[src/rtl/alu_ctrl_pkg.sv]
// Shared types and constants for the ID/EX decode/issue stage.
// Holds the RV64-subset opcode constants, the ALU operation encodings,
// the packed ID/EX entry that crosses the stage boundary, and the skid
// buffer state type. DATA_W sets the operand/PC width for every file.
package alu_ctrl_pkg;

    localparam int DATA_W = 64;

    // Major opcodes, instr[6:0]
    localparam logic [6:0] OPC_RTYPE  = 7'b0110011;
    localparam logic [6:0] OPC_IALU   = 7'b0010011;
    localparam logic [6:0] OPC_LOAD   = 7'b0000011;
    localparam logic [6:0] OPC_STORE  = 7'b0100011;
    localparam logic [6:0] OPC_BRANCH = 7'b1100011;
    localparam logic [6:0] OPC_CUSTOM = 7'b0001011;

    // funct3 values, instr[14:12]
    localparam logic [2:0] F3_ADD = 3'b000;
    localparam logic [2:0] F3_OR  = 3'b110;
    localparam logic [2:0] F3_AND = 3'b111;
    localparam logic [2:0] F3_BEQ = 3'b000;
    localparam logic [2:0] F3_NOR = 3'b000;

    // Operation codes understood by the downstream ALU
    typedef enum logic [3:0] {
        ALU_AND = 4'b0000,
        ALU_OR  = 4'b0001,
        ALU_ADD = 4'b0010,
        ALU_SUB = 4'b0110,
        ALU_NOR = 4'b1100
    } alu_op_e;

    // Everything EX/MEM consume for one instruction
    typedef struct packed {
        logic [DATA_W-1:0] alu_a;
        logic [DATA_W-1:0] alu_b;
        logic [DATA_W-1:0] branch_target;
        alu_op_e           alu_op;
        logic              reg_write;
        logic              mem_read;
        logic              mem_write;
        logic              is_branch;
        logic [4:0]        rd;
        logic              illegal;
    } id_ex_t;

    // Idle entry: an ADD with no side effects
    localparam id_ex_t ID_EX_IDLE = '{
        alu_a:         '0,
        alu_b:         '0,
        branch_target: '0,
        alu_op:        ALU_ADD,
        reg_write:     1'b0,
        mem_read:      1'b0,
        mem_write:     1'b0,
        is_branch:     1'b0,
        rd:            5'd0,
        illegal:       1'b0
    };

    // Occupancy of the two-entry skid buffer
    typedef enum logic [1:0] {
        BUF_EMPTY,
        BUF_ONE,
        BUF_TWO
    } buf_state_e;

endpackage

[src/rtl/alu_ctrl_decode.sv]
// Combinational instruction decoder for the supported RV64 subset.
// Produces the control part of an ID/EX entry (alu_op, write/branch
// controls, rd, illegal) plus the B-operand select; operand and target
// fields are left zero for the top level to fill in.
// Build option: define ALU_CTRL_ILLEGAL_TRAP_EN to flag unsupported
// encodings with illegal=1; otherwise they decode as a side-effect-free ADD.
module alu_ctrl_decode
    import alu_ctrl_pkg::*;
(
    input  logic [31:0] instr_i,
    output id_ex_t      ctrl_o,
    output logic        b_sel_imm_o
);

    logic [6:0] opcode;
    logic [2:0] funct3;
    logic       funct7_b5;
    logic       legal;
    logic       unused_instr_bits;

    assign opcode    = instr_i[6:0];
    assign funct3    = instr_i[14:12];
    assign funct7_b5 = instr_i[30];

    // Register indices and the rest of funct7 play no part in control decode
    assign unused_instr_bits = ^{instr_i[31], instr_i[29:15]};

    // Map opcode/funct fields onto ALU op, operand select and side-band controls
    always_comb begin
        // NOTE: every output gets a default before the case so no path leaves
        // a value unassigned, which would otherwise infer a latch.
        ctrl_o      = ID_EX_IDLE;
        b_sel_imm_o = 1'b1;
        legal       = 1'b1;

        case (opcode)
            OPC_RTYPE: begin
                b_sel_imm_o      = 1'b0;
                ctrl_o.reg_write = 1'b1;
                case (funct3)
                    F3_ADD:  ctrl_o.alu_op = funct7_b5 ? ALU_SUB : ALU_ADD;
                    F3_AND:  ctrl_o.alu_op = ALU_AND;
                    F3_OR:   ctrl_o.alu_op = ALU_OR;
                    default: legal = 1'b0;
                endcase
            end
            OPC_IALU: begin
                ctrl_o.reg_write = 1'b1;
                case (funct3)
                    F3_ADD:  ctrl_o.alu_op = ALU_ADD;
                    F3_AND:  ctrl_o.alu_op = ALU_AND;
                    F3_OR:   ctrl_o.alu_op = ALU_OR;
                    default: legal = 1'b0;
                endcase
            end
            OPC_LOAD: begin
                ctrl_o.mem_read  = 1'b1;
                ctrl_o.reg_write = 1'b1;
            end
            OPC_STORE: begin
                ctrl_o.mem_write = 1'b1;
            end
            OPC_BRANCH: begin
                if (funct3 == F3_BEQ) begin
                    b_sel_imm_o      = 1'b0;
                    ctrl_o.alu_op    = ALU_SUB;
                    ctrl_o.is_branch = 1'b1;
                end else begin
                    legal = 1'b0;
                end
            end
            OPC_CUSTOM: begin
                if (funct3 == F3_NOR) begin
                    b_sel_imm_o      = 1'b0;
                    ctrl_o.alu_op    = ALU_NOR;
                    ctrl_o.reg_write = 1'b1;
                end else begin
                    legal = 1'b0;
                end
            end
            default: legal = 1'b0;
        endcase

        // Unsupported encodings collapse to an ADD with B = imm and no side effects
        if (!legal) begin
            ctrl_o      = ID_EX_IDLE;
            b_sel_imm_o = 1'b1;
`ifdef ALU_CTRL_ILLEGAL_TRAP_EN
            ctrl_o.illegal = 1'b1;
`else
            ctrl_o.illegal = 1'b0;
`endif
        end

        // Instructions that do not write the register file carry rd = x0
        ctrl_o.rd = ctrl_o.reg_write ? instr_i[11:7] : 5'd0;
    end

endmodule

[src/rtl/alu_ctrl_id_ex.sv]
// ID/EX boundary stage feeding the 64-bit ALU.
// Decodes the incoming instruction, forms both ALU operands and the branch
// target, and registers the result through a two-entry skid buffer with a
// valid/ready handshake. in_ready is registered from buffer occupancy so it
// never depends combinationally on out_ready. flush empties the buffer and
// drops any input offered in the same cycle; reset dominates flush.
// Build option: ALU_CTRL_ILLEGAL_TRAP_EN (see alu_ctrl_decode).
module alu_ctrl_id_ex
    import alu_ctrl_pkg::*;
(
    input  logic              clk,
    input  logic              reset,
    input  logic              flush,
    input  logic              in_valid,
    output logic              in_ready,
    input  logic [31:0]       instr,
    input  logic [DATA_W-1:0] pc,
    input  logic [DATA_W-1:0] rs1_data,
    input  logic [DATA_W-1:0] rs2_data,
    input  logic [DATA_W-1:0] imm,
    output logic              out_valid,
    input  logic              out_ready,
    output logic [DATA_W-1:0] alu_a,
    output logic [DATA_W-1:0] alu_b,
    output logic [3:0]        alu_op,
    output logic              reg_write,
    output logic              mem_read,
    output logic              mem_write,
    output logic              is_branch,
    output logic [4:0]        rd,
    output logic [DATA_W-1:0] branch_target,
    output logic              illegal
);

    id_ex_t     dec_ctrl;
    logic       b_sel_imm;
    id_ex_t     entry_d;

    buf_state_e state_q;
    id_ex_t     head_q;
    id_ex_t     skid_q;
    logic       in_ready_q;
    logic       out_valid_q;

    logic       accept;
    logic       drain;
    logic       skid_load;

    alu_ctrl_decode u_decode (
        .instr_i     (instr),
        .ctrl_o      (dec_ctrl),
        .b_sel_imm_o (b_sel_imm)
    );

    assign accept = in_valid & in_ready_q;
    assign drain  = out_valid_q & out_ready;

    // Complete the decoded entry with operands and the wrapping branch target
    always_comb begin
        entry_d               = dec_ctrl;
        entry_d.alu_a         = rs1_data;
        entry_d.alu_b         = b_sel_imm ? imm : rs2_data;
        entry_d.branch_target = pc + imm;
    end

    // Buffer occupancy FSM with registered handshake outputs and head entry
    always_ff @(posedge clk) begin
        // NOTE: all state in clocked blocks uses non-blocking assignment so
        // every register samples pre-edge values regardless of statement order.
        if (reset) begin
            state_q     <= BUF_EMPTY;
            head_q      <= ID_EX_IDLE;
            in_ready_q  <= 1'b1;
            out_valid_q <= 1'b0;
        end else if (flush) begin
            state_q     <= BUF_EMPTY;
            in_ready_q  <= 1'b1;
            out_valid_q <= 1'b0;
        end else begin
            case (state_q)
                BUF_EMPTY: begin
                    if (accept) begin
                        head_q      <= entry_d;
                        state_q     <= BUF_ONE;
                        out_valid_q <= 1'b1;
                    end
                end
                BUF_ONE: begin
                    if (accept && !drain) begin
                        state_q    <= BUF_TWO;
                        in_ready_q <= 1'b0;
                    end else if (accept && drain) begin
                        head_q <= entry_d;
                    end else if (drain) begin
                        state_q     <= BUF_EMPTY;
                        out_valid_q <= 1'b0;
                    end
                end
                BUF_TWO: begin
                    if (drain) begin
                        head_q     <= skid_q;
                        state_q    <= BUF_ONE;
                        in_ready_q <= 1'b1;
                    end
                end
                default: begin
                    state_q     <= BUF_EMPTY;
                    in_ready_q  <= 1'b1;
                    out_valid_q <= 1'b0;
                end
            endcase
        end
    end

    // A new entry parks in the skid slot when the head is stalled
    assign skid_load = !reset && !flush && (state_q == BUF_ONE) && accept && !drain;

    // Skid entry storage, loaded only when the head cannot advance
    always_ff @(posedge clk) begin
        // NOTE: the skid slot is pure data guarded by state_q, so it carries
        // no reset; its contents are never observed while the state says empty.
        if (skid_load) begin
            skid_q <= entry_d;
        end
    end

    assign in_ready      = in_ready_q;
    assign out_valid     = out_valid_q;
    assign alu_a         = head_q.alu_a;
    assign alu_b         = head_q.alu_b;
    assign alu_op        = head_q.alu_op;
    assign reg_write     = head_q.reg_write;
    assign mem_read      = head_q.mem_read;
    assign mem_write     = head_q.mem_write;
    assign is_branch     = head_q.is_branch;
    assign rd            = head_q.rd;
    assign branch_target = head_q.branch_target;
    assign illegal       = head_q.illegal;

endmodule

[config.mk]
export PLATFORM = sky130hd
export DESIGN_NAME = alu_ctrl_id_ex
export DESIGN_NICKNAME = d
export VERILOG_FILES = /design/src/rtl/alu_ctrl_pkg.sv /design/src/rtl/alu_ctrl_decode.sv /design/src/rtl/alu_ctrl_id_ex.sv
export SDC_FILE = /design/constraint.sdc
export NUM_CORES = 1
export LEC_CHECK = 0
export BUFFER_PORTS_ARGS = -buffer_cell sky130_fd_sc_hd__buf_4
export CAP_MARGIN = 20
export CELL_PAD_IN_SITES_DETAIL_PLACEMENT = 0
export CELL_PAD_IN_SITES_GLOBAL_PLACEMENT = 1
export CORE_MARGIN = 2
export CORE_UTILIZATION = 36
export DETAILED_ROUTE_END_ITERATION = 12
export MAX_ROUTING_LAYER = met4
export PLACE_DENSITY_LB_ADDON = 0.08
export SETUP_SLACK_MARGIN = 0.1
export SYNTH_ARGS = -nofsm -noshare
export SYNTH_HDL_FRONTEND = slang
export SYNTH_SLANG_ARGS = --single-unit
[constraint.sdc]
create_clock -name clk -period 23.2 [get_ports clk]
set_clock_uncertainty 0.2 [all_clocks]
set_input_delay 2.32 -clock clk [delete_from_list [all_inputs] [get_ports clk]]
set_output_delay 2.32 -clock clk [all_outputs]
set_load 0.005 [all_outputs]
==> impl_results.rst <==
.. list-table::
   :header-rows: 1

   * - Metric
     - Value
   * - Asr flop ratio synth
     - 0%
   * - Total of hold buffers inserted after clock tree synthesis
     - 0
   * - Peak clock frequency supported by timing
     - 178 MHz
   * - Placed cell area
     - 0.0240 mm2
   * - Static leakage power
     - 10.3 nW
   * - Post-CTS resize count
     - 0
   * - First-pass GRT wire length
     - roughly 100,000 um
   * - Syn nets
     - 2,468
   * - Number of endpoints with negative hold slack in the final report
     - 0
   * - Combined area of the multi-input logic cells
     - between 0.008 and 0.009 mm2
   * - Fin crit period
     - 5.61 ns
   * - Routed via count
     - about 17,000
   * - Cell type group with the largest total delay on the critical path
     - compound AO/OA/AOI/OAI gates
   * - Skew-Pair Late Insertion Delay
     - 0.58 ns
   * - Final standard cell area without fillers
     - about 0.026 mm2
   * - Measured slew at the worst slew-check pin
     - between 1 and 1.5 ns
   * - Kind of start point of the critical path
     - input pin
   * - Overflow left after global routing
     - 0
   * - Final worst hold slack
     - 0.253 ns
   * - Cell variety after synth
     - 64
   * - Area taken by flip-flops and latches
     - 0.0103 mm2
   * - Synth-to-layout area growth
     - 28.8%
   * - Number of nets in the final layout
     - 2,870
   * - Count of warnings emitted by yosys
     - 0
   * - Average detailed-routed wire length per instance
     - 20.8 um
   * - Worst IR Drop VDD
     - between 0.05 and 0.06 mV
   * - Via density
     - between 5 and 6
   * - Overall routing resource usage
     - between 20% and 30%
   * - Prevailing post-synth register cell
     - dfxtp_1
   * - Register bit total from synthesis
     - around 410
   * - Remaining routing DRC violations
     - 0
   * - R2R Path Start
     - state_q[0]
   * - Routability-driven placement congestion ratio
     - 0.902
   * - # Post-CTS Setup Buffers
     - 0
   * - Slew margin rel.
     - about a quarter
   * - Number of routed nets with antenna violations
     - 0
   * - Element type at the critical path end
     - flip-flop
   * - Synthesized instance count
     - roughly 2,100
   * - Worst min path class
     - reg2reg
   * - Ordered list of cells on the worst path
     - buf_4 -> ha_1 -> o211ai_1 -> o21ai_0 -> o2111ai_1 -> a211oi_1 -> a211oi_1 -> nor4_1 -> nor2_1 -> o21ai_0 -> xor2_1 -> nand2_1 -> a311oi_1
   * - Maximum number of pins on one net before global-route repair
     - approximately 200
   * - Final HPWL DP
     - 47,200 um
   * - Most common library cell in the layout ignoring fill and taps
     - buf_4
   * - Critical path required time
     - roughly 23 ns
   * - Die Footprint
     - 0.0572 mm2
   * - Worst reg-to-reg path cell count
     - 10
   * - Commonest cells after routing, fill and taps aside
     - buf_4 (498), nand2_1 (353), nor2_1 (292)
   * - # rows
     - 86
   * - Hold Path Stages
     - 2
   * - Root cell of the clock tree
     - clkbuf_16
   * - Number of setup violations in the final report
     - 0
   * - Number of antenna repair diodes
     - 0
   * - Outcome
     - completed
   * - Number of sinks handled by clock tree synthesis
     - 414
   * - Setup repair after global routing missed its margin
     - false
   * - Effective utilization at floorplan
     - 36.3%
   * - Number of buffers and inverters on the critical path
     - 1
   * - Vias in the first global route
     - 16,500
   * - Crit-path max FO
     - 4
   * - Detailed-routing iteration count for the pre-antenna-repair pass
     - 5
   * - Power Density
     - 73.7 mW/mm2
   * - Total stage count of the critical path
     - 13
   * - Timing startpoint of the critical path
     - imm[2]
   * - Total number of H-tree levels
     - 2
   * - Count of input and output buffers
     - about 480
   * - Cell with the largest stage delay on the worst path
     - nor4_1
   * - Number of DRC markers after the initial detailed-route iteration
     - 931
   * - Clock buffer count from CTS
     - 48
   * - Slew Viols, Final
     - 0
   * - Initial antenna violation count
     - 2
   * - Max-capacitance violation count
     - 0
   * - Fraction of the yosys area taken by sequential cells
     - 52.0%
   * - Wire length reported by the detailed router
     - roughly 68,000 um
   * - CTS tree
     - done
   * - Cell Area, Synth
     - 0.0199 mm2
   * - Placeable Area
     - roughly 0.055 mm2
   * - Fin Setup TNS
     - 0 ns
   * - Slowest Stage Delay on Critical Path
     - 0.55 ns
   * - Die boundary width
     - 239 um
   * - Clock Pin Slew Worst Setup and Hold Paths
     - roughly 0.060 ns
   * - Filler Cell Count
     - 5,380
   * - Share of layout cells above drive strength 1
     - between 20% and 30%
   * - Buffers from clock root to sink, at most
     - 3
   * - Start-to-end type of the worst setup path
     - in2reg
   * - Boundary Pins
     - 501
   * - Count of flip-flops with a built-in enable after synthesis
     - 205
   * - Crit path DAT
     - between 5 and 6 ns
   * - Mean instance size in the synthesized netlist
     - 9.42 um2
   * - Die Y-Extent
     - 239 um
   * - Hold Crit Start
     - alu_b[21]
   * - Post-route clock period utilization
     - 24.2%
## registers in the layout (all words and copies together), names as in the netlist
register and flops:
skid_q 205, alu_a 64, alu_b 64, branch_target 64
rd 5, alu_op 4, state_q 2, in_ready 1
is_branch 1, mem_read 1, mem_write 1, out_valid 1
reg_write 1
## logic make-up after synthesis
kind of cell	Yosys count	share of synthesized area, %
AO/OA/AOI/OAI	496	16.3
XOR/XNOR	60	2.64
adder cells (fa/ha/maj)	64	4.06
buffers and inverters	173	3.33
flip-flops	414	52.0
multiplexers	64	3.62
other	1	0.0188
AND/OR/NAND/NOR	839	18.1
## worst register-to-register path, cell delays in order, from the launching register on
cell and delay (ns):
dfxtp_1 0.46, nand2b_4 0.19, buf_12 0.74, nor2_1 0.11
a21oi_1 0.32, or2_4 0.18, buf_4 0.68, buf_4 0.91
nor3_1 0.22, nor3_1 0.21, o31a_1 0.15
## synthesized netlist by cell type, drive strengths merged, types with 28 or more instances
master	n	share of area, %
mux2	64	3.6
edfxtp	205	31
o21ai	73	1.9
clkbuf	130	2.5
nand2	353	6.7
ha	63	4.0
a21oi	197	5.0
dfxtp	209	21
a311oi	93	4.1
xnor2	34	1.5
a21o	31	1.2
nor2	294	5.5
nor3	28	0.70
or3	67	2.1
## path summary, 6_finish.rpt
kind,endpoint,slack [ns]
worst max-delay path,branch_target[41],17.59
worst max register to register,branch_target[62],18.78
worst min-delay path,alu_b[21],0.25
worst min register to register,alu_b[21],0.25
## final cells by class
cell class,count,area share [%]
Multi-Input combinational cell,1524,34.9
Tap cell,704,3.44
Timing Repair Buffer,501,14.8
Clock inverter,15,0.659
Clock buffer,73,5.48
Sequential cell,414,40.4
Inverter,24,0.352
## stage by stage
| stage | total power, mW | cells | setup WS, ns | util, % |
|---|---|---|---|---|
| after detailed placement | 1.15 | 3166 | 16.84 | 43.8 |
| after CTS | 1.91 | 3254 | 17.49 | 46.6 |
| final | 1.89 | 3255 | 17.59 | 46.7 |
| after floorplan | 1.00 | 2111 | 8.29 | - |
| after global placement | 1.14 | 3166 | 16.80 | 43.8 |
| after global routing | 1.98 | 3255 | 17.33 | 46.7 |
## routing by layer
| layer | GRT usage (%) | wire [um] | up-vias |
|---|---|---|---|
| li1 | - | - | 8377 |
| met1 | 31.9 | 30900 | 8197 |
| met2 | 35.8 | 30700 | 452 |
| met3 | 5.61 | 4730 | 88 |
| met4 | 6.14 | 1450 | 0 |
| met5 | - | 0 | - |
## power breakdown
group          internal, mW  switching (mW)  total [mW]
clock network         0.450           0.308       0.759
logic                 0.139           0.173       0.312
registers             0.802          0.0146       0.817
No activity file was read; power rests on OpenSTA's default activity.
